## config.mk

```make
export PLATFORM = sky130hd
export DESIGN_NAME = seq_divider_flat
export DESIGN_NICKNAME = d
export VERILOG_FILES = /design/src/rtl/seq_divider_if.sv /design/src/rtl/seq_divider.sv /design/src/flat_wrapper.sv
export SDC_FILE = /design/constraint.sdc
export NUM_CORES = 1
export LEC_CHECK = 0
export CELL_PAD_IN_SITES_DETAIL_PLACEMENT = 1
export CELL_PAD_IN_SITES_GLOBAL_PLACEMENT = 1
export CORE_MARGIN = 2
export CORE_UTILIZATION = 45
export DETAILED_ROUTE_END_ITERATION = 16
export PLACE_DENSITY_LB_ADDON = 0.1
export SYNTH_ARGS = -nofsm -noshare
export SYNTH_HDL_FRONTEND = slang
export SYNTH_SLANG_ARGS = --single-unit
```

## constraint.sdc

```tcl
create_clock -name clk -period 5.2 [get_ports clk]
set_input_delay 1.04 -clock clk [delete_from_list [all_inputs] [get_ports clk]]
set_output_delay 1.04 -clock clk [all_outputs]
set_load 0.02 [all_outputs]
```

## src/rtl/seq_divider_if.sv

```systemverilog
// Handshake and result bundle for the sequential divider.
// The requester drives start/a/b; the divider returns busy/done and the held result.
interface seq_divider_if #(
   parameter int N = 16
);
   logic         start;
   logic [N-1:0] a;
   logic [N-1:0] b;
   logic         busy;
   logic         done;
   logic [N-1:0] q;
   logic [N-1:0] r;
   logic         dz;

   modport master (
      output start, a, b,
      input  busy, done, q, r, dz
   );

   modport slave (
      input  start, a, b,
      output busy, done, q, r, dz
   );
endinterface

```

## src/rtl/seq_divider.sv

```systemverilog
// Sequential unsigned restoring divider, one quotient bit per clock.
// Results (q, r, dz) are held from one done pulse to the next.
//
//   state | meaning
//   ------+-------------------------------------------------------------
//   IDLE  | waiting for start; operands captured on the accepting edge
//   CALC  | N restoring iterations; results loaded on the last one
//   DONE  | one-cycle done pulse, then back to IDLE unconditionally
module seq_divider #(
   parameter int N = 16
) (
   input  logic        clk,
   input  logic        rst_n,
   seq_divider_if.slave bus
);

   localparam int CW = $clog2(N) + 1;

   typedef enum logic [1:0] {
      IDLE = 2'd0,
      CALC = 2'd1,
      DONE = 2'd2
   } state_t;

   state_t state;
   state_t state_nx;

   logic          accept;
   logic          step;
   logic          busy;
   logic          done;
   logic          last;

   logic [N-1:0]  dvd;
   logic [N-1:0]  dvs;
   logic [N-1:0]  rem;
   logic [CW-1:0] cnt;
   logic          dz_pend;
   logic [N-1:0]  q_reg;
   logic [N-1:0]  r_reg;
   logic          dz_reg;

   logic [N:0]    shifted;
   logic          fits;
   logic [N-1:0]  rem_nx;
   logic [N-1:0]  dvd_nx;

   always_ff @(posedge clk or negedge rst_n) begin
      if (!rst_n) begin
         state <= IDLE;
      end else begin
         state <= state_nx;
      end
   end

   always_comb begin
      state_nx = state;
      case (state)
         IDLE:    if (bus.start) state_nx = CALC;
         CALC:    if (last)      state_nx = DONE;
         DONE:    state_nx = IDLE;
         default: state_nx = IDLE;
      endcase
   end

   always_comb begin
      accept = 1'b0;
      step   = 1'b0;
      busy   = 1'b0;
      done   = 1'b0;
      case (state)
         IDLE: accept = bus.start;
         CALC: begin
            step = 1'b1;
            busy = 1'b1;
         end
         DONE: begin
            busy = 1'b1;
            done = 1'b1;
         end
         default: ;
      endcase
   end

   // A restored remainder is always below the divisor (or equal to the
   // shifted-in dividend prefix when dividing by zero), so its top bit is
   // always zero and only N bits are stored; the trial itself is N+1 bits.
   assign shifted = {rem, dvd[N-1]};
   assign fits    = (shifted >= {1'b0, dvs});
   assign rem_nx  = fits ? N'(shifted - {1'b0, dvs}) : shifted[N-1:0];
   assign dvd_nx  = {dvd[N-2:0], fits};
   assign last    = (cnt == CW'(N - 1));

   always_ff @(posedge clk or negedge rst_n) begin
      if (!rst_n) begin
         dvd     <= '0;
         dvs     <= '0;
         rem     <= '0;
         cnt     <= '0;
         dz_pend <= 1'b0;
         q_reg   <= '0;
         r_reg   <= '0;
         dz_reg  <= 1'b0;
      end else if (accept) begin
         dvd     <= bus.a;
         dvs     <= bus.b;
         rem     <= '0;
         cnt     <= '0;
         dz_pend <= (bus.b == '0);
      end else if (step) begin
         dvd <= dvd_nx;
         rem <= rem_nx;
         cnt <= cnt + 1'b1;
         if (last) begin
            q_reg  <= dvd_nx;
            r_reg  <= rem_nx;
            dz_reg <= dz_pend;
         end
      end
   end

   assign bus.busy = busy;
   assign bus.done = done;
   assign bus.q    = q_reg;
   assign bus.r    = r_reg;
   assign bus.dz   = dz_reg;

endmodule

```

## src/flat_wrapper.sv

```systemverilog
// flat-port wrapper written by rule: the top's interface ports become plain ports
module seq_divider_flat 
#(
   parameter int N = 16
)
  (clk, rst_n, bus_start, bus_a, bus_b, bus_busy, bus_done, bus_q, bus_r, bus_dz);
  seq_divider_if #(.N(N)) bus_i ();
  input  logic clk;
  input  logic rst_n;
  input wire logic [$bits(bus_i.start)-1:0] bus_start;
  input wire logic [$bits(bus_i.a)-1:0] bus_a;
  input wire logic [$bits(bus_i.b)-1:0] bus_b;
  output wire logic [$bits(bus_i.busy)-1:0] bus_busy;
  output wire logic [$bits(bus_i.done)-1:0] bus_done;
  output wire logic [$bits(bus_i.q)-1:0] bus_q;
  output wire logic [$bits(bus_i.r)-1:0] bus_r;
  output wire logic [$bits(bus_i.dz)-1:0] bus_dz;
  assign bus_i.start = bus_start;
  assign bus_i.a = bus_a;
  assign bus_i.b = bus_b;
  assign bus_busy = bus_i.busy;
  assign bus_done = bus_i.done;
  assign bus_q = bus_i.q;
  assign bus_r = bus_i.r;
  assign bus_dz = bus_i.dz;
  seq_divider #(.N(N)) u_core (.clk(clk), .rst_n(rst_n), .bus(bus_i));
endmodule
```

[Yosys cells after proc, flatten, opt, wreduce, memory -nomap -nowiden]
Cells that the tools add are included.
Operators by class
  add/sub/neg operators: 2
  order comparisons: 1
  equal/unequal tests: 5
  muxes and demuxes: 14
  bitwise gates (word level): 1
  reductions and logical operators: 6
Operators by type and width (number)
  2-to-1 mux 16 bit: 5
  greater-or-equal comparator 17 x 16 -> 1 bit: 1
  logical NOT 16 bit: 1
  subtractor 16 bit: 1
  2-to-1 mux 5 bit: 2
  adder 5 x 1 -> 5 bit (second input constant): 1
  == test 5 x 4 -> 1 bit (second input constant): 1
  2-to-1 mux 1 bit: 4
  2-to-1 mux 2 bit: 2
  case mux 2 bit (2 select lines): 1
  AND reduction 3 bit: 1
  == test 2 x 1 -> 1 bit (second input constant): 1
  == test 2 bit (second input constant): 1
  logical NOT 2 bit: 1
  inequality test 2 x 1 -> 1 bit (second input constant): 1
  inequality test 2 bit (second input constant): 1
  AND reduction 2 bit: 1
  nonzero test 2 bit: 1
  OR reduction 2 bit: 1
  NOT 1 bit: 1
Storage, ports and cells
  register bits: 89
  input port bits: 35
  output and inout bits: 35
  logic and storage cells: 38

[Logic depth before layout (Yosys ltp)]
Gate-level depths: netlist of the first run.
  depth in word-level cells: 4
  mapped depth: 10
  mapped depth without buffers: 10

[Least setup slack after synthesis of the first run]
No wires, ideal clock.
  kind: reg-to-reg
  start: reg u_core.dvd[15]
  end: reg u_core.rem[14]
  setup time: 0.137 ns
  arrival time: 2.325 ns
  data required time: 5.063 ns
  slack: 2.738 ns
  stages on the path, launching flop included: 11
  buffers on the path: 0
  period minus slack after synthesis: 2.462 ns
  cells stage by stage: dfrtp_1 -> inv_1 -> ha_1 -> fa_1 -> nor2b_1 -> o31a_1 -> a2bb2oi_1 -> a311oi_1 -> or3b_1 -> mux2i_1 -> a21oi_1
Between the ends
  longest elaborated chain between the ends: 4
  elaborated cells on any way between the ends: 5
  classes of those cells: add/sub: 1; order compare: 1; mux: 3
Ends and longest elaborated chain
  from (decl): line seq_divider.sv:34  | logic [N-1:0] dvd;
  from (signal assigned): line seq_divider.sv:105  | dvd <= bus.a;
  from (signal assigned): line seq_divider.sv:111  | dvd <= dvd_nx;
  subtractor 16 bit / greater-or-equal comparator 17 x 16 -> 1 bit (equally long branches): line seq_divider.sv:90, seq_divider.sv:89
  2-to-1 mux 16 bit *: line seq_divider.sv:90  | assign rem_nx = fits ? N'(shifted - {1'b0, dvs}) : shifted[N-1:0];
  2-to-1 mux 16 bit *: line seq_divider.sv:110  | end else if (step) begin
  2-to-1 mux 16 bit *: line seq_divider.sv:104  | end else if (accept) begin
  to (signal assigned): line seq_divider.sv:112  | rem <= rem_nx;
  to (decl): line seq_divider.sv:36  | logic [N-1:0] rem;
Every way passes the cells marked *; elsewhere a longest branch is shown, timed or not. The select of a mux whose other input is x is not followed.
A chain may end at the register's enable or synchronous reset.

[Worst setup path in the final report of the first run]
Ends and elaborated chain as after synthesis.

==> results_tabular.tex, run 1 <==
\begin{tabular}{lr}
\hline
Metric & Value \\
\hline
\multicolumn{2}{l}{\textbf{Final layout}} \\
\quad Seq. cell area & 2230 µm² \\
\quad Layout Cells excl Fill & $\sim$700 \\
\quad Final design utilization & around 55\% \\
\quad Syn-to-layout area delta & 21.3\% \\
\quad Diodes inserted & 0 \\
\quad Fraction of final layout cells sized beyond drive strength 1 & 5.59\% \\
\quad Net count of the finished layout & 608 \\
\quad Area occupied by multi-input gates & around 2200 µm² \\
\quad Filler cell count & 1164 \\
\multicolumn{2}{l}{\textbf{Clocking}} \\
\quad Number of post-CTS setup repair buffers & 0 \\
\quad Clock slew at the register clock pins of the worst setup and hold paths & about 0.09 ns \\
\quad Hold-fix buffer count after cts & 0 \\
\quad CTS root buf & sky130\_fd\_sc\_hd\_\_clkbuf\_8 \\
\quad TritonCTS buffer count & 9 \\
\quad Post-cts repair resize count & 0 \\
\quad Number of clock sinks & a little under 90 \\
\quad Clock insertion delay at the later pin of the skew report & 0.37 ns \\
\quad CTS tree & yes \\
\quad Maximum level of the CTS H-tree & 3 \\
\quad Clock Tree Buf Depth & 2 \\
\multicolumn{2}{l}{\textbf{Drt}} \\
\quad Number of routed nets with antenna violations & 0 \\
\quad Count of unresolved DRC violations after routing & 0 \\
\quad Average wire length per cell after detail routing & around 17 µm \\
\quad Initial DRC Count & between 100 and 150 \\
\quad Via total after detailed routing & approximately 3.7k \\
\quad Initial DRT Pass Iterations & 4 \\
\quad Detailed-route vias per instance & about 5.4 \\
\quad Post-Route WL & about 12 mm \\
\multicolumn{2}{l}{\textbf{Synth}} \\
\quad Number of distinct library cells after synthesis & 48 \\
\quad Sequential element share of the synthesized area & a little under 50\% \\
\quad Proportion of synthesized flip-flops having asynchronous set or reset & 100\% \\
\quad Cell area after synthesis & between 4000 and 5000 µm² \\
\quad Post-synth EDFFs & 0 \\
\quad Share of the synthesized area in the top cell type & between 40\% and 50\% \\
\quad Mean post-synth cell area & $\sim$9.4 µm² \\
\quad Syn. warnings & 0 \\
\quad Biggest area consumer among synthesized cells & sky130\_fd\_sc\_hd\_\_dfrtp\_1 \\
\quad Number of cells produced by synthesis & between 400 and 500 \\
\quad Top cells by area, synth & sky130\_fd\_sc\_hd\_\_dfrtp\_1 (48\%), sky130\_fd\_sc\_hd\_\_nand2\_1 (9.3\%), sky130\_fd\_sc\_hd\_\_mux2i\_1 (6.9\%) \\
\quad Synthesized Nets & 549 \\
\quad Flip-flop cell with the highest count after synthesis & sky130\_fd\_sc\_hd\_\_dfrtp\_1 \\
\quad Seq cells post-synth & between 80 and 90 \\
\multicolumn{2}{l}{\textbf{STA}} \\
\quad Fraction of the cycle the final worst path needs & a little under 60\% \\
\quad Max-Slew Margin vs Limit & around 34\% \\
\quad Least-Margin Pin Slew & between 0.9 and 1 ns \\
\quad Setup TNS & 0 ns \\
\quad Final hold violation count & 0 \\
\quad Setup slack after layout & 2.19 ns \\
\quad Max frequency & roughly 330 MHz \\
\quad Final number of max-transition violations & 0 \\
\quad RSZ-0062 raised after global routing & false \\
\quad Post-layout min period & $\sim$3 ns \\
\quad Worst clock skew & approximately 0.012 ns \\
\quad Setup violation total in the final timing report & 0 \\
\multicolumn{2}{l}{\textbf{Place}} \\
\quad DP Wirelength & $\sim$8 mm \\
\quad Placer congestion estimate & between 0.8 and 0.9 \\
\quad Worst Setup Slack post-DPL & 1.81 ns \\
\quad Total of buffers placed on input and output ports & between 60 and 70 \\
\quad Cell count after placement & just under 700 \\
\multicolumn{2}{l}{\textbf{Floorplanning}} \\
\quad Overall die area & between 10000 and 15000 µm² \\
\quad Initial Util & between 40\% and 50\% \\
\quad Number of I/O pins & 70 \\
\quad Core Area & roughly 10000 µm² \\
\quad Die extent in y & 105 µm \\
\quad Die outline width & roughly 110 µm \\
\quad Standard-cell row count & 37 \\
\multicolumn{2}{l}{\textbf{GRT}} \\
\quad Wire length of the first global-routing pass & 19.7 mm \\
\quad Via count of the first global-routing pass & between 3k and 4k \\
\quad Global route overflow & 0 \\
\quad Maximum number of pins on one net before global-route repair & around 60 \\
\quad Number of antenna violations at the first check in global routing & 0 \\
\quad All-Layer GR Usage & between 20 and 25\% \\
\multicolumn{2}{l}{\textbf{Pwr}} \\
\quad Pwr/cell area & approximately 650 nW/µm² \\
\quad Largest vdd supply drop & 0.000497 V \\
\quad Reported leakage power & around 0.0026 µW \\
\multicolumn{2}{l}{\textbf{Run status}} \\
\quad Run status & finished clean \\
\multicolumn{2}{l}{\textbf{Job}} \\
\quad Number of maximum-capacitance violations & 0 \\
\multicolumn{2}{l}{\textbf{Worst setup path}} \\
\quad Data arrival time of the critical path & approximately 3.2 ns \\
\quad Data required time at the worst endpoint & 5.41 ns \\
\quad Startpoint kind of the worst setup timing path & flip-flop \\
\quad Worst Setup Path Type & reg2reg \\
\quad Capturing element type of the critical path & flip-flop \\
\quad CP Max Fanout & 5 \\
\multicolumn{2}{l}{\textbf{Worst hold path}} \\
\quad Class of the worst hold path & reg2reg \\
\hline
\end{tabular}
cell usage in the layout, fill, tap and decap left out, types with 4 or more instances in the layout:
master | Yosys | routed
sky130_fd_sc_hd__nor4_1 | 4 | 4
sky130_fd_sc_hd__a211oi_1 | 7 | 7
sky130_fd_sc_hd__a21oi_1 | 23 | 23
sky130_fd_sc_hd__ha_1 | 22 | 21
sky130_fd_sc_hd__o21ai_1 | 50 | 50
sky130_fd_sc_hd__inv_1 | 24 | 24
sky130_fd_sc_hd__dfrtp_1 | 89 | 89
sky130_fd_sc_hd__xor2_1 | 5 | 5
sky130_fd_sc_hd__o21a_1 | 6 | 6
sky130_fd_sc_hd__o21ai_0 | 15 | 15
sky130_fd_sc_hd__clkdlybuf4s50_1 | 0 | 68
sky130_fd_sc_hd__mux2i_1 | 32 | 32
sky130_fd_sc_hd__clkbuf_8 | 0 | 12
sky130_fd_sc_hd__xnor2_1 | 8 | 8
sky130_fd_sc_hd__nor2_1 | 17 | 17
sky130_fd_sc_hd__buf_4 | 0 | 4
sky130_fd_sc_hd__nand4_1 | 4 | 4
sky130_fd_sc_hd__nand2b_1 | 4 | 4
sky130_fd_sc_hd__nand2_1 | 115 | 115
sky130_fd_sc_hd__a31oi_1 | 5 | 5
sky130_fd_sc_hd__nor2b_1 | 4 | 4
sky130_fd_sc_hd__a21o_1 | 4 | 4
worst max-delay path, stage by stage, from the launching register on:
cell	delay (ns)
sky130_fd_sc_hd__dfrtp_1	0.42
sky130_fd_sc_hd__inv_1	0.06
sky130_fd_sc_hd__ha_1	0.20
sky130_fd_sc_hd__fa_1	0.40
sky130_fd_sc_hd__nor2b_1	0.17
sky130_fd_sc_hd__o31a_1	0.21
sky130_fd_sc_hd__a2bb2oi_1	0.48
sky130_fd_sc_hd__a311oi_1	0.17
sky130_fd_sc_hd__or3b_1	0.40
sky130_fd_sc_hd__mux2i_1	0.24
sky130_fd_sc_hd__a21oi_1	0.11
report_power, final:
group | internal, µW | switching (µW) | total, µW
combinational | 871 | 1270 | 2140
sequential | 897 | 141 | 1040
clock | 218 | 264 | 481
total | 1990 | 1670 | 3660
per-layer routing:
| layer | vias up | GRT usage (%) | part of all wire [%] |
|---|---|---|---|
| li1 | 1797 | - | - |
| met1 | 1862 | 29.8 | 46 |
| met2 | 60 | 37.2 | 48 |
| met3 | 14 | 2.72 | 3.3 |
| met4 | 0 | 8.86 | 1.8 |
| met5 | - | 0 | 0 |
layout make-up:
cell class | instances | share of cell area (%)
clock buffer | 12 | 2.94
multi-input combinational | 354 | 39.5
tap | 136 | 3.03
inverter | 24 | 1.61
clock inverter | 4 | 0.602
sequential | 89 | 39.7
timing repair buffer | 72 | 12.7
cell families after synthesis:
kind of cell | count (synthesis) | synth area share, %
flops | 89 | 48.1
xor+xnor | 13 | 2.46
mux | 34 | 7.41
simple gates | 159 | 15.0
buf+inv | 48 | 4.17
compound gates | 125 | 16.5
fa+ha+maj | 23 | 6.38
final timing paths:
kind | from | end | slack, ns | depth (start not counted)
setup / recovery | u_core.dvd[15] | u_core.rem[14] | 2.19 | 10
hold / removal | u_core.dz_pend | u_core.bus.dz | 0.48 | 2
setup reg to reg | u_core.dvd[15] | u_core.rem[14] | 2.19 | 10
hold reg to reg | u_core.dz_pend | u_core.bus.dz | 0.48 | 2
max in group asynchronous | rst_n | u_core.dvd[15] | 3.55 | 2
min in group asynchronous | rst_n | u_core.dvs[8] | 0.62 | 1
through the flow:
| step | hold slack [ns] | instance area [µm²] | power (µW) |
|---|---|---|---|
| 2_1_floorplan | 0.439 | 4630 | 2700 |
| 3_3_place_gp | 0.462 | 5410 | 3090 |
| 3_5_place_dp | 0.466 | 5410 | 3170 |
| 4_1_cts | 0.483 | 5610 | 3670 |
| 5_1_grt | 0.506 | 5610 | 3970 |
| 6_report | 0.479 | 5610 | 3660 |
synthesized netlist by cell type, types with 2 or more instances:
cell type and n:
sky130_fd_sc_hd__mux2i_1 32, sky130_fd_sc_hd__nand2_1 115, sky130_fd_sc_hd__o21ai_1 50, sky130_fd_sc_hd__inv_1 24
sky130_fd_sc_hd__a31oi_1 5, sky130_fd_sc_hd__nor4_1 4, sky130_fd_sc_hd__a21o_1 4, sky130_fd_sc_hd__xnor2_1 8
sky130_fd_sc_hd__clkbuf_1 17, sky130_fd_sc_hd__nand4_1 4, sky130_fd_sc_hd__ha_1 22, sky130_fd_sc_hd__o211ai_1 2
sky130_fd_sc_hd__xor2_1 5, sky130_fd_sc_hd__a21oi_1 23, sky130_fd_sc_hd__nor2b_1 4, sky130_fd_sc_hd__and3_1 2
sky130_fd_sc_hd__a311oi_1 2, sky130_fd_sc_hd__a211oi_2 2, sky130_fd_sc_hd__nand2b_1 4, sky130_fd_sc_hd__a211oi_1 7
sky130_fd_sc_hd__dfrtp_1 89, sky130_fd_sc_hd__o21a_1 6, sky130_fd_sc_hd__buf_1 5, sky130_fd_sc_hd__o21ai_0 15
sky130_fd_sc_hd__nor2_1 17
Power figures use the tool's default switching activity.
==> inputs of run 2 (changes only) <==
CORE_UTILIZATION = 42   (was 45)
clock period = 3.1 ns   (was 5.2 ns; I/O delays follow)
==> run 2 against run 1 <==
Against the previous run:
- critical path depth is the same
- power up 65%
- sequential cell count unchanged
- global-route usage shrank 1.1 points
- worst setup slack got worse by 1.9 ns
- worst hold slack worse by 0.22 ns
- utilization down 3.1 points
- count of clock-buffer cells in the layout is 1 lower
- non-clock buffer count rose by 4
- design area is 0.45% higher
- clock skew shrank 0.0020 ns
- critical endpoint is now u_core.bus.r[14]
==> results_tabular.tex, run 2 (same netlist as run 1, synthesis figures left out) <==
\begin{tabular}{lr}
\hline
Metric & Value \\
\hline
\multicolumn{2}{l}{\textbf{Run status}} \\
\quad Run status & finished clean \\
\multicolumn{2}{l}{\textbf{Worst setup path}} \\
\quad Standard cell with the maximum stage delay on the critical path & sky130\_fd\_sc\_hd\_\_dfrtp\_1 \\
\quad Largest stage delay on the critical path & 0.43 ns \\
\quad Startpoint kind of the worst setup timing path & flip-flop \\
\quad Number of cell instances on the worst register-to-register path & 10 \\
\quad Worst Setup Path Type & reg2reg \\
\quad Data required time at the worst endpoint & approximately 3.3 ns \\
\quad Capturing element type of the critical path & flip-flop \\
\quad Launch point of the worst reg-to-reg path & u\_core.dvd[15] \\
\quad CP Max Fanout & 4 \\
\quad Data arrival time of the critical path & around 3.0 ns \\
\quad Setup crit start & u\_core.dvd[15] \\
\quad Cell-by-cell listing of the critical path & inv\_1 > ha\_1 > fa\_1 > nor2b\_1 > o31a\_1 > a2bb2oi\_1 > a311oi\_1 > or3b\_1 > mux2i\_1 > a21oi\_1 \\
\multicolumn{2}{l}{\textbf{Floorplanning}} \\
\quad Core Area & between 10000 and 15000 µm² \\
\quad Standard-cell row count & 38 \\
\quad Number of I/O pins & 70 \\
\quad Initial Util & between 40\% and 50\% \\
\quad Die extent in y & 109 µm \\
\quad Die outline width & between 100 and 150 µm \\
\quad Overall die area & roughly 12000 µm² \\
\multicolumn{2}{l}{\textbf{Pwr}} \\
\quad Largest vdd supply drop & 0.000556 V \\
\quad Pwr/cell area & between 1000 and 1500 nW/µm² \\
\quad Reported leakage power & roughly 0.0026 µW \\
\quad Clock power frac & between 10 and 15\% \\
\quad Switching share of power & a little under half \\
\quad Cell internal pwr & roughly 3300 µW \\
\quad Reported net switching power & approximately 2700 µW \\
\quad Sequential group share of total power & between 20\% and 30\% \\
\quad Part of the total power dissipated in combinational logic & between 50\% and 60\% \\
\multicolumn{2}{l}{\textbf{GRT}} \\
\quad Number of antenna violations at the first check in global routing & 0 \\
\quad Wire length of the first global-routing pass & approximately 20 mm \\
\quad All-Layer GR Usage & 21.3\% \\
\quad Global route overflow & 0 \\
\quad Maximum number of pins on one net before global-route repair & 76 \\
\quad Via count of the first global-routing pass & 4051 \\
\multicolumn{2}{l}{\textbf{Place}} \\
\quad Total of buffers placed on input and output ports & a little under 70 \\
\quad DP Wirelength & roughly 8.3 mm \\
\quad Placer congestion estimate & 0.827 \\
\multicolumn{2}{l}{\textbf{Drt}} \\
\quad Initial DRC Count & between 100 and 150 \\
\quad Detailed-route vias per instance & $\sim$5.4 \\
\quad Number of routed nets with antenna violations & 0 \\
\quad Via total after detailed routing & about 3.7k \\
\quad Post-Route WL & between 10 and 15 mm \\
\quad Count of unresolved DRC violations after routing & 0 \\
\quad Initial DRT Pass Iterations & 4 \\
\quad Average wire length per cell after detail routing & around 17 µm \\
\multicolumn{2}{l}{\textbf{Clocking}} \\
\quad TritonCTS buffer count & 9 \\
\quad Clock Tree Buf Depth & 2 \\
\quad Hold-fix buffer count after cts & 0 \\
\quad Number of post-CTS setup repair buffers & 0 \\
\quad CTS root buf & sky130\_fd\_sc\_hd\_\_clkbuf\_8 \\
\quad Clock insertion delay at the later pin of the skew report & between 0.3 and 0.4 ns \\
\quad CTS tree & yes \\
\quad Number of clock sinks & between 80 and 90 \\
\quad Maximum level of the CTS H-tree & 3 \\
\quad Clock slew at the register clock pins of the worst setup and hold paths & 0.09 ns \\
\quad Post-cts repair resize count & 0 \\
\multicolumn{2}{l}{\textbf{Final layout}} \\
\quad Area occupied by multi-input gates & between 2000 and 2500 µm² \\
\quad Syn-to-layout area delta & 21.9\% \\
\quad Net count of the finished layout & 612 \\
\quad Seq. cell area & roughly 2200 µm² \\
\quad Most common cell after layout, fill and taps aside & sky130\_fd\_sc\_hd\_\_nand2\_1 \\
\quad Leading cell types in the layout, fill and taps excluded & sky130\_fd\_sc\_hd\_\_nand2\_1 (115), sky130\_fd\_sc\_hd\_\_dfrtp\_1 (89), sky130\_fd\_sc\_hd\_\_clkdlybuf4s50\_1 (68), sky130\_fd\_sc\_hd\_\_o21ai\_1 (50), sky130\_fd\_sc\_hd\_\_mux2i\_1 (32) \\
\quad Filler cell count & between 1k and 1.5k \\
\quad Diodes inserted & 0 \\
\quad Fraction of final layout cells sized beyond drive strength 1 & under 10\% \\
\multicolumn{2}{l}{\textbf{Job}} \\
\quad Number of maximum-capacitance violations & 0 \\
\multicolumn{2}{l}{\textbf{STA}} \\
\quad Worst clock skew & around 0.0099 ns \\
\quad Max frequency & 357 MHz \\
\quad Setup TNS & 0 ns \\
\quad Final hold slack & 0.261 ns \\
\quad RSZ-0062 raised after global routing & false \\
\quad Fraction of the cycle the final worst path needs & 90.4\% \\
\quad Setup violation total in the final timing report & 0 \\
\quad Final hold violation count & 0 \\
\quad Final number of max-transition violations & 0 \\
\quad Post-layout min period & 2.80 ns \\
\quad Max-Slew Margin vs Limit & $\sim$48\% \\
\quad Least-Margin Pin Slew & just under 0.8 ns \\
\multicolumn{2}{l}{\textbf{Worst hold path}} \\
\quad Class of the worst hold path & in2async \\
\hline
\end{tabular}
-- run 2: cell count changes in the layout (fill, tap and decap cells not counted), sizes merged --
cell / before / now
clkinvlp: 1 / 2
clkbuf: 12 / 11
buf: 4 / 8
inv: 26 / 24
-- run 2: metal layers --
metal  up-vias  global-route usage, %  routed length [µm]
met4         0                   5.77                 115
met3        10                   3.29                 309
met2        54                   35.5                5680
met5         -                      0                   0
met1      1856                   28.8                5500
li1       1814                      -                   -
-- run 2: worst max-delay path, delay by kind of cell (launching register included) --
kind                       cells  cell delay (ns)
AOI/OAI and AO/OA              4             0.71
adders and majority gates      2             0.61
and+or+nand+nor                2             0.58
DFF                            1             0.43
muxes                          1             0.26
buffers and inverters          1             0.06
-- run 2: worst paths after layout --
check / end / slack (ns)
worst max-delay path: u_core.bus.r[14] / 0.30
worst min-delay path: u_core.rem[6] / 0.26
worst max register to register: u_core.bus.r[14] / 0.30
worst min register to register: u_core.bus.q[0] / 0.48
max in group asynchronous: u_core.rem[13] / 2.20
min in group clk: u_core.bus.q[0] / 0.48
-- run 2: area by class of cell --
type | count | area share (%)
Tap cell | 140 | 3.11
Multi-Input combinational cell | 354 | 39.3
Sequential cell | 89 | 39.5
Timing Repair Buffer | 76 | 13.8
Clock buffer | 11 | 2.33
Inverter | 24 | 1.60
Clock inverter | 3 | 0.355
-- run 2: power groups by stage --
stage	sequential (µW)	clock, µW	combinational (µW)
floorplan	1690	0	2830
global placement	1730	0	3510
detailed placement	1750	0	3630
CTS	1740	717	3660
global route	1780	763	4050
finish	1740	688	3610
-- run 2: stage by stage --
step | worst slack [ns] | cells | power, µW | utilization [%] | area (µm²)
finish | 0.298 | 697 | 6040 | 52.2 | 5640
global route | 0.0896 | 697 | 6600 | 52.2 | 5640
CTS | 0.237 | 697 | 6110 | 52.2 | 5640
detailed placement | 0.273 | 683 | 5380 | 50.8 | 5490
global placement | 0.401 | 683 | 5240 | 50.8 | 5490
floorplan | 0.638 | 491 | 4530 | - | 4630
